==> config.mk <==
export PLATFORM = sky130hd
export DESIGN_NAME = nes_multi_reader
export DESIGN_NICKNAME = d
export VERILOG_FILES = /design/src/rtl/nes_pkg.sv /design/src/rtl/nes_half_period_timer.sv /design/src/rtl/nes_multi_reader.sv
export SDC_FILE = /design/constraint.sdc
export NUM_CORES = 1
export LEC_CHECK = 0
export CORE_ASPECT_RATIO = 1.25
export CORE_MARGIN = 3
export CORE_UTILIZATION = 25
export DETAILED_ROUTE_END_ITERATION = 7
export PLACE_DENSITY = 0.45
export SYNTH_ARGS = -nofsm -noshare
export SYNTH_HDL_FRONTEND = slang
export SYNTH_HIERARCHICAL = 1
export SYNTH_SLANG_ARGS = --single-unit
==> constraint.sdc <==
create_clock -name clk -period 2.98 [get_ports clk]
set_input_delay 0.298 -clock clk [delete_from_list [all_inputs] [get_ports clk]]
set_output_delay 0.298 -clock clk [all_outputs]
set_load 0.005 [all_outputs]
==> src/rtl/nes_pkg.sv <==
// Shared types and constants for the serial game-pad reader.
// No logic; state encoding, button bit positions and transfer length helper.
// Imported by nes_multi_reader and its timer.
package nes_pkg;

  typedef enum logic [2:0] {
    IDLE  = 3'd0,
    LATCH = 3'd1,
    LOW   = 3'd2,
    HIGH  = 3'd3,
    DONE  = 3'd4
  } nes_state_t;

  // Bit positions within one controller's snapshot (first bit shifted = A).
  localparam int BTN_A      = 0;
  localparam int BTN_B      = 1;
  localparam int BTN_SELECT = 2;
  localparam int BTN_START  = 3;
  localparam int BTN_UP     = 4;
  localparam int BTN_DOWN   = 5;
  localparam int BTN_LEFT   = 6;
  localparam int BTN_RIGHT  = 7;

  // clk cycles from LATCH entry to DONE entry.
  function automatic int xfer_cycles(input int n_bits, input int half_period);
    return (2 * n_bits + 1) * half_period;
  endfunction

endpackage

==> src/rtl/nes_half_period_timer.sv <==
// Loadable down-counter that times each reader state; zero flags the last cycle.
// Latency: load takes effect on the next clk; a load of D-1 yields D cycles until zero.
// No backpressure; free-running until it reaches zero and then holds.
module nes_half_period_timer #(
  parameter int W = 8
) (
  input  logic         clk,
  input  logic         reset_n,
  input  logic         load,
  input  logic [W-1:0] load_val,
  output logic         zero
);

  logic [W-1:0] cnt_q;

  // Load on request, otherwise count down and stick at zero.
  always_ff @(posedge clk) begin
    if (!reset_n) begin
      cnt_q <= '0;
    end else if (load) begin
      cnt_q <= load_val;
    end else if (cnt_q != '0) begin
      cnt_q <= cnt_q - W'(1);
    end
  end

  assign zero = (cnt_q == '0);

endmodule

==> src/rtl/nes_multi_reader.sv <==
// Polls N_CTRL serial pads over one shared latch/clock and publishes an atomic snapshot.
// Latency: valid fires (2*N_BITS+1)*HALF_PERIOD+1 cycles after poll_tick is sampled in IDLE.
// No backpressure: poll_tick while busy is dropped. Optional NES_EDGE_DETECT_EN adds pressed_pulse.
module nes_multi_reader
  import nes_pkg::*;
#(
  parameter int N_CTRL      = 2,
  parameter int N_BITS      = 8,
  parameter int HALF_PERIOD = 150
) (
  input  logic                     clk,
  input  logic                     reset_n,
  input  logic                     poll_tick,
  input  logic [N_CTRL-1:0]        nes_data,
  output logic                     nes_latch,
  output logic                     nes_clk,
  output logic                     busy,
  output logic [N_CTRL*N_BITS-1:0] buttons,
  output logic                     valid,
  output logic [N_CTRL*N_BITS-1:0] pressed_pulse
);

  localparam int SNAP_W = N_CTRL * N_BITS;
  localparam int TW     = $clog2(HALF_PERIOD * 2);
  localparam int IW     = $clog2(N_BITS);

  localparam logic [TW-1:0] LD_LATCH = TW'(2 * HALF_PERIOD - 1);
  localparam logic [TW-1:0] LD_HALF  = TW'(HALF_PERIOD - 1);
  localparam logic [IW-1:0] IDX_LAST = IW'(N_BITS - 1);

  nes_state_t        state_q, state_d;
  logic [IW-1:0]     idx_q;
  logic [SNAP_W-1:0] shift_q, shift_d;
  logic [SNAP_W-1:0] buttons_q;
  logic              tmr_load;
  logic [TW-1:0]     tmr_val;
  logic              tmr_zero;
  logic              sample;

  nes_half_period_timer #(
    .W(TW)
  ) u_timer (
    .clk      (clk),
    .reset_n  (reset_n),
    .load     (tmr_load),
    .load_val (tmr_val),
    .zero     (tmr_zero)
  );

  // Next-state, timer reload on every state change, and decoded pad outputs.
  always_comb begin
    state_d   = state_q;
    sample    = 1'b0;
    tmr_load  = 1'b0;
    tmr_val   = '0;
    nes_latch = 1'b0;
    nes_clk   = 1'b0;
    busy      = 1'b1;
    valid     = 1'b0;
    case (state_q)
      IDLE: begin
        busy = 1'b0;
        if (poll_tick) state_d = LATCH;
      end
      LATCH: begin
        nes_latch = 1'b1;
        if (tmr_zero) state_d = LOW;
      end
      LOW: begin
        if (tmr_zero) begin
          sample  = 1'b1;
          state_d = (idx_q == IDX_LAST) ? DONE : HIGH;
        end
      end
      HIGH: begin
        nes_clk = 1'b1;
        if (tmr_zero) state_d = LOW;
      end
      DONE: begin
        valid   = 1'b1;
        state_d = IDLE;
      end
      default: state_d = IDLE;
    endcase
    tmr_load = (state_d != state_q);
    case (state_d)
      LATCH:     tmr_val = LD_LATCH;
      LOW, HIGH: tmr_val = LD_HALF;
      default:   tmr_val = '0;
    endcase
  end

  // Capture the current bit of every controller in parallel (pads drive active-low).
  always_comb begin
    shift_d = shift_q;
    if (sample) begin
      for (int c = 0; c < N_CTRL; c++) begin
        shift_d[c * N_BITS + int'(idx_q)] = ~nes_data[c];
      end
    end
  end

  // State, bit index, shift registers; snapshot is loaded on DONE entry so it lines up with valid.
  always_ff @(posedge clk) begin
    if (!reset_n) begin
      state_q   <= IDLE;
      idx_q     <= '0;
      shift_q   <= '0;
      buttons_q <= '0;
    end else begin
      state_q <= state_d;
      shift_q <= shift_d;
      if (state_q == IDLE && state_d == LATCH) idx_q <= '0;
      else if (state_q == HIGH && tmr_zero)    idx_q <= idx_q + IW'(1);
      if (state_d == DONE) buttons_q <= shift_d;
    end
  end

  assign buttons = buttons_q;

`ifdef NES_EDGE_DETECT_EN
  logic [SNAP_W-1:0] pressed_q;

  // buttons_q still holds the previous snapshot when DONE is entered.
  always_ff @(posedge clk) begin
    if (!reset_n) begin
      pressed_q <= '0;
    end else if (state_d == DONE) begin
      pressed_q <= shift_d & ~buttons_q;
    end else begin
      pressed_q <= '0;
    end
  end

  assign pressed_pulse = pressed_q;
`else
  assign pressed_pulse = '0;
`endif

endmodule

=== Word-level counts from Yosys, hierarchy flattened ===
Index checks and enable logic that the tools add are counted.

* Bits in registers: 47
* Input bits: 5
* Output and inout port bits: 36
* Logic and storage cells: 57

* Add/subtract/negate cells: 3
* $lt $le $gt $ge: 4
* Equal/unequal tests: 10
* Muxes and demuxes: 21
* Bitwise operators: 3
* Reductions and logical operators: 11

{| class="wikitable"
|+ Operators with widths
! operator !! count
|-
| $bwmux 16 || 2
|-
| $mux 9 || 2
|-
| $pmux 9 s2 || 1
|-
| $mux 16 || 1
|-
| $eq 3x2->1 const B || 4
|-
| $mux 3 || 4
|-
| $eq 3x3->1 const B || 3
|-
| $logic_not 9->1 || 1
|-
| $pmux 3 s3 || 1
|-
| $reduce_bool 9->1 || 1
|-
| $sub 9x1->9 const B || 1
|-
| $mux 1 || 8
|-
| $eq 3x1->1 const B || 2
|-
| $reduce_or 2->1 || 3
|-
| $add 4x3->5 const A || 1
|-
| $ge 5x1->1 const B || 1
|-
| $lt 3x5->1 const B || 1
|-
| $lt 5x5->1 const B || 1
|-
| $demux 1 s4 || 1
|-
| $logic_and 1x1->1 || 4
|-
| $add 3x1->3 const B || 1
|-
| $demux 1 s3 || 1
|-
| $ge 3x1->1 const B || 1
|-
| $logic_not 3->1 || 1
|-
| 3 further kinds || 5
|}

=== Depth between registers and ports, before layout ===
* Depth after elaboration: 8
* Depth in mapped cells: 11
* Mapped depth without buffers: 9

=== By module ===
Netlist, hierarchy kept.

{| class="wikitable"
|+ By module, submodules not included
! module !! times used !! cells an instance !! area each (sq um)
|-
| nes_multi_reader || 1 || 208 || 1804.2
|-
| nes_half_period_timer || 1 || 62 || 511.7
|}

=== Worst setup path after synthesis ===
Ideal clock, no wire load.

* Path type: register -> register
* Start point: register u_timer.cnt_q[0]
* End point: register buttons_q[7] (netlist: buttons[7])
* Library setup time: 88 ps
* Arrival: 1979 ps
* Slack: 913 ps
* Cell stages (with the launch flop): 10
* Buffers on the path: 2
* Period minus slack after synthesis: 2067 ps
* Cell sequence: dfxtp_1 inv_1 ha_1 nor4b_2 and3_1 buf_4 nand4bb_1 buf_2 or3_1 a311oi_2

* Longest elaborated chain between the ends: 4
* Elaborated cells between the ends (all ways): 8
* Those cells by class: eq/ne: 1; mux: 6; reduce/logical: 1

{| class="wikitable"
|+ RTL lines
! item !! line !! RTL
|-
| start: declaration || nes_half_period_timer.sv:14 || <nowiki>logic [W-1:0] cnt_q;</nowiki>
|-
| start signal: assignment || nes_half_period_timer.sv:21 || <nowiki>cnt_q <= load_val;</nowiki>
|-
| start signal: assignment || nes_half_period_timer.sv:23 || <nowiki>cnt_q <= cnt_q - W'(1);</nowiki>
|-
| $logic_not 9->1 (*) || nes_half_period_timer.sv:27 || <nowiki>assign zero = (cnt_q == '0);</nowiki>
|-
| via tmr_zero || nes_multi_reader.sv:37 || <nowiki>logic tmr_zero;</nowiki>
|-
| $mux 3 (tied with other cells) || nes_multi_reader.sv:67, nes_multi_reader.sv:77 ||
|-
| $pmux 3 s3 or $mux 1 (tied branches) || nes_multi_reader.sv:60 || <nowiki>case (state_q)</nowiki>
|-
| $eq 3x3->1 or $mux 16 (tied branches) || nes_multi_reader.sv:115, nes_multi_reader.sv:96 ||
|-
| end signal: assignment || nes_multi_reader.sv:115 || <nowiki>if (state_d == DONE) buttons_q <= shift_d;</nowiki>
|-
| end: declaration || nes_multi_reader.sv:34 || <nowiki>logic [SNAP_W-1:0] buttons_q;</nowiki>
|}

Mark *: on every way through the listed nets, which the timed path passes. The rest lies on a longest branch.
A chain may end at the register's enable or synchronous reset.

=== Final worst setup path ===
Ends and elaborated chain as after synthesis.

==> flow_summary.yaml <==
outcome:
  outcome: "complete, no violations"
cts:
  post_cts_buffers: 0
  h-tree-depth: 2
  cts-resized-gates: 0
  clockBufferDepth: 2
  clkTransAtPathRegs_ns: 0.09
  tritoncts: "built"
  hold_buffers: 0
  cts_buffers: 5
  clk_latency_ns: 0.30
  root_buffer: "clkbuf_8"
  clock-sinks: 47
cells_and_area:
  drive_above_1_share: 0.0759
  layout_common_cells: "dfxtp_1, a21oi_1, clkdlybuf4s50_1, nand3_1, conb_1"
  seqCellArea_um2: 941
  syn_to_final_growth_pct: 16.2
  fillers: 969
  multi_input_area_um2: 1190
  layout_commonest_cell: "dfxtp_1"
  nNetsFinal: 297
  antenna_cells: 0
routing:
  drc: 0
  postRouteAntennaNets: 0
  num_vias: 1968
  wl_per_cell_um: 14.0
  routed_via_density: 4.80
  drt-initial-drc-count: 67
  dr.pass1.iters: 4
  wl_um: 5750
global_routing:
  grt_max_degree: 33
  antenna_found_initial: 0
  grt_overflow: 0
  grt_use_total: 0.113
  first_global_vias: 1840
  grt_first_pass_wirelength_um: 9470
pwr:
  finalPower_mw: 1.58
  power_frac_comb: 0.286
  switchingPower_uw: 534
  clkPwrFrac: 0.240
  seqPwrFrac: 0.473
  ir_worst_vdd_v: 0.000203
  power.share.switching: 0.337
  power_density_nw_per_um2: 589
  p_int_mw: 1.05
  leakage_nw: 0.913
setup_path:
  cp_data_arrival_time_ns: 2.73
  r2r_end: "buttons[7]$_SDFFE_PN0N_"
  worst_setup_path_end_kind: "flip-flop"
  critPathLaunchType: "flip-flop"
  reg2reg_from: "u_timer/cnt_q[0]$_SDFFE_PN0P_"
  worstPathRequired_ns: 3.20
  r2r.worst_path.cells: 8
  r2r_slack_ns: 0.47
  critPathKind: "flip-flop to flip-flop"
  path_max_fanout: 17
placed_design:
  dpl.hpwl_um: 4140
  place_congestion: 0.757
  port_buffers: 24
floorplanning:
  dieArea_um2: 10500
  rows: 38
  die_width_um: 92.1
  core-area_um2: 8840
  io_pins: 41
  die_h_um: 114
  start_util: 0.262
sta:
  fmax_mhz: 398
  setup_viol: 0
  finalSetupTns_ns: 0
  timing.hold.ws_ns: 0.486
  finalHoldViolations: 0
  period_minus_slack_ns: 2.51
  maxSlewHeadroom: 0.611
  tightest_slew_ns: 0.579
  post-route-period-util: 0.842
  drv_slew: 0
  clock_skew_ns: 0.00886
  rsz0062_at_grt: "no"
yosys:
  syn_inst: 270
  ys_types: 46
  yosysSeqAreaShare: 0.406
  synth_edf_count: 0
  yosysWarnings: 6
  avgSynthCellArea_um2: 8.58
  syn-cell-area_um2: 2320
  synth.ff_latch_count: 47
  synthFlopType: "dfxtp_1"
  async_flop_share: 0
run:
  maxCapViolCount: 0
min_path:
  hold_class: "flip-flop to flip-flop"
  hp-start: "shift_q[3]$_SDFF_PN0_"
  hold_depth: 2
  min_to: "shift_q[3]$_SDFF_PN0_"
## metal layers
| layer | up-vias | wire length (µm) | GRT usage |
|---|---|---|---|
| met2 | 36 | 2790 | 0.189 |
| met4 | 0 | 87 | 0.0416 |
| met1 | 933 | 2690 | 0.142 |
| met3 | 6 | 188 | 0.0257 |
| li1 | 993 | - | - |
| met5 | - | 0 | 0 |
## sequential cells by signal, summed over array words and instances, names as in the netlist
register,count
buttons,16
shift_q,16
idx_q,3
state_q,3
u_timer/cnt_q,9
## critical path, cell delays in order, from the launching register on
cell	delay [ns]
dfxtp_1	0.33
inv_1	0.07
ha_1	0.23
nor4b_2	0.25
and3_1	0.51
nand4bb_1	0.15
buf_4	0.23
or3_1	0.39
a311oi_2	0.26
## area by class of cell
cell class                      instances  share of cell area
Tap cell                              120              0.0558
Multi-Input combinational cell        198               0.444
Clock buffer                            7              0.0284
Sequential cell                        47               0.350
Timing Repair Buffer                   33               0.114
Inverter                                4             0.00558
Clock inverter                          1             0.00186
## how the worst max path moves through the flow
stage               cells after the start  slack (ns)                       end                           from
finish                                  8        0.47   buttons[7]$_SDFFE_PN0N_  u_timer/cnt_q[0]$_SDFFE_PN0P_
global route                            8        0.26  buttons[15]$_SDFFE_PN0N_  u_timer/cnt_q[0]$_SDFFE_PN0P_
CTS                                     8        0.48   buttons[5]$_SDFFE_PN0N_  u_timer/cnt_q[0]$_SDFFE_PN0P_
detailed placement                      8        0.49   buttons[7]$_SDFFE_PN0N_  u_timer/cnt_q[0]$_SDFFE_PN0P_
global placement                        8        0.55   buttons[7]$_SDFFE_PN0N_  u_timer/cnt_q[0]$_SDFFE_PN0P_
floorplan                               9        0.91   buttons[7]$_SDFFE_PN0N_  u_timer/cnt_q[0]$_SDFFE_PN0P_
## power groups by stage
stage,sequential (mW),combinational (mW),clock [mW]
global route,0.760,0.512,0.422
global placement,0.766,0.458,0
CTS,0.751,0.458,0.397
detailed placement,0.766,0.456,0
finish,0.750,0.454,0.380
floorplan,0.736,0.407,0
## synth_stat cells (2+ instances only)
master | count | area [µm²]
or3b_2 | 2 | 17.5
buf_4 | 18 | 135
nand3b_1 | 4 | 30.0
o21ai_0 | 5 | 25.0
dfxtp_1 | 47 | 941
nand2b_1 | 4 | 25.0
and3b_1 | 2 | 17.5
inv_1 | 4 | 15.0
and2_1 | 3 | 18.8
a211oi_1 | 2 | 15.0
or3_1 | 3 | 18.8
a21oi_1 | 39 | 195
and3_1 | 2 | 12.5
xor2_1 | 2 | 17.5
a311oi_1 | 15 | 131
nand4_1 | 4 | 25.0
xnor2_1 | 2 | 17.5
o21ai_1 | 13 | 65.1
nand3_1 | 23 | 115
ha_1 | 3 | 37.5
clkbuf_1 | 9 | 33.8
nor2b_1 | 5 | 31.3
nor3b_1 | 2 | 15.0
buf_2 | 9 | 45.0
nor2_1 | 11 | 41.3
nand2_1 | 11 | 41.3
o31ai_1 | 7 | 52.6
## per-stage QoR
step	std cells	util	setup slack (ns)	instance area, µm²
after CTS	410	0.304	0.475	2690
after detailed placement	402	0.295	0.492	2610
after global routing	410	0.304	0.255	2690
after global placement	402	0.295	0.550	2610
final	410	0.304	0.470	2690
after floorplan	286	-	0.913	2380
## logic make-up (layout without fill, tap and decap cells)
family | after synthesis | count (layout) | share of synthesized area
buf+inv | 41 | 45 | 0.104
compound gates | 88 | 88 | 0.237
xor+xnor | 4 | 4 | 0.0151
flops | 47 | 47 | 0.406
other cells | 1 | 17 | 0.00162
fa+ha+maj | 3 | 3 | 0.0162
mux | 2 | 2 | 0.0108
simple gates | 84 | 84 | 0.209
(Power assumes the default switching activity.)
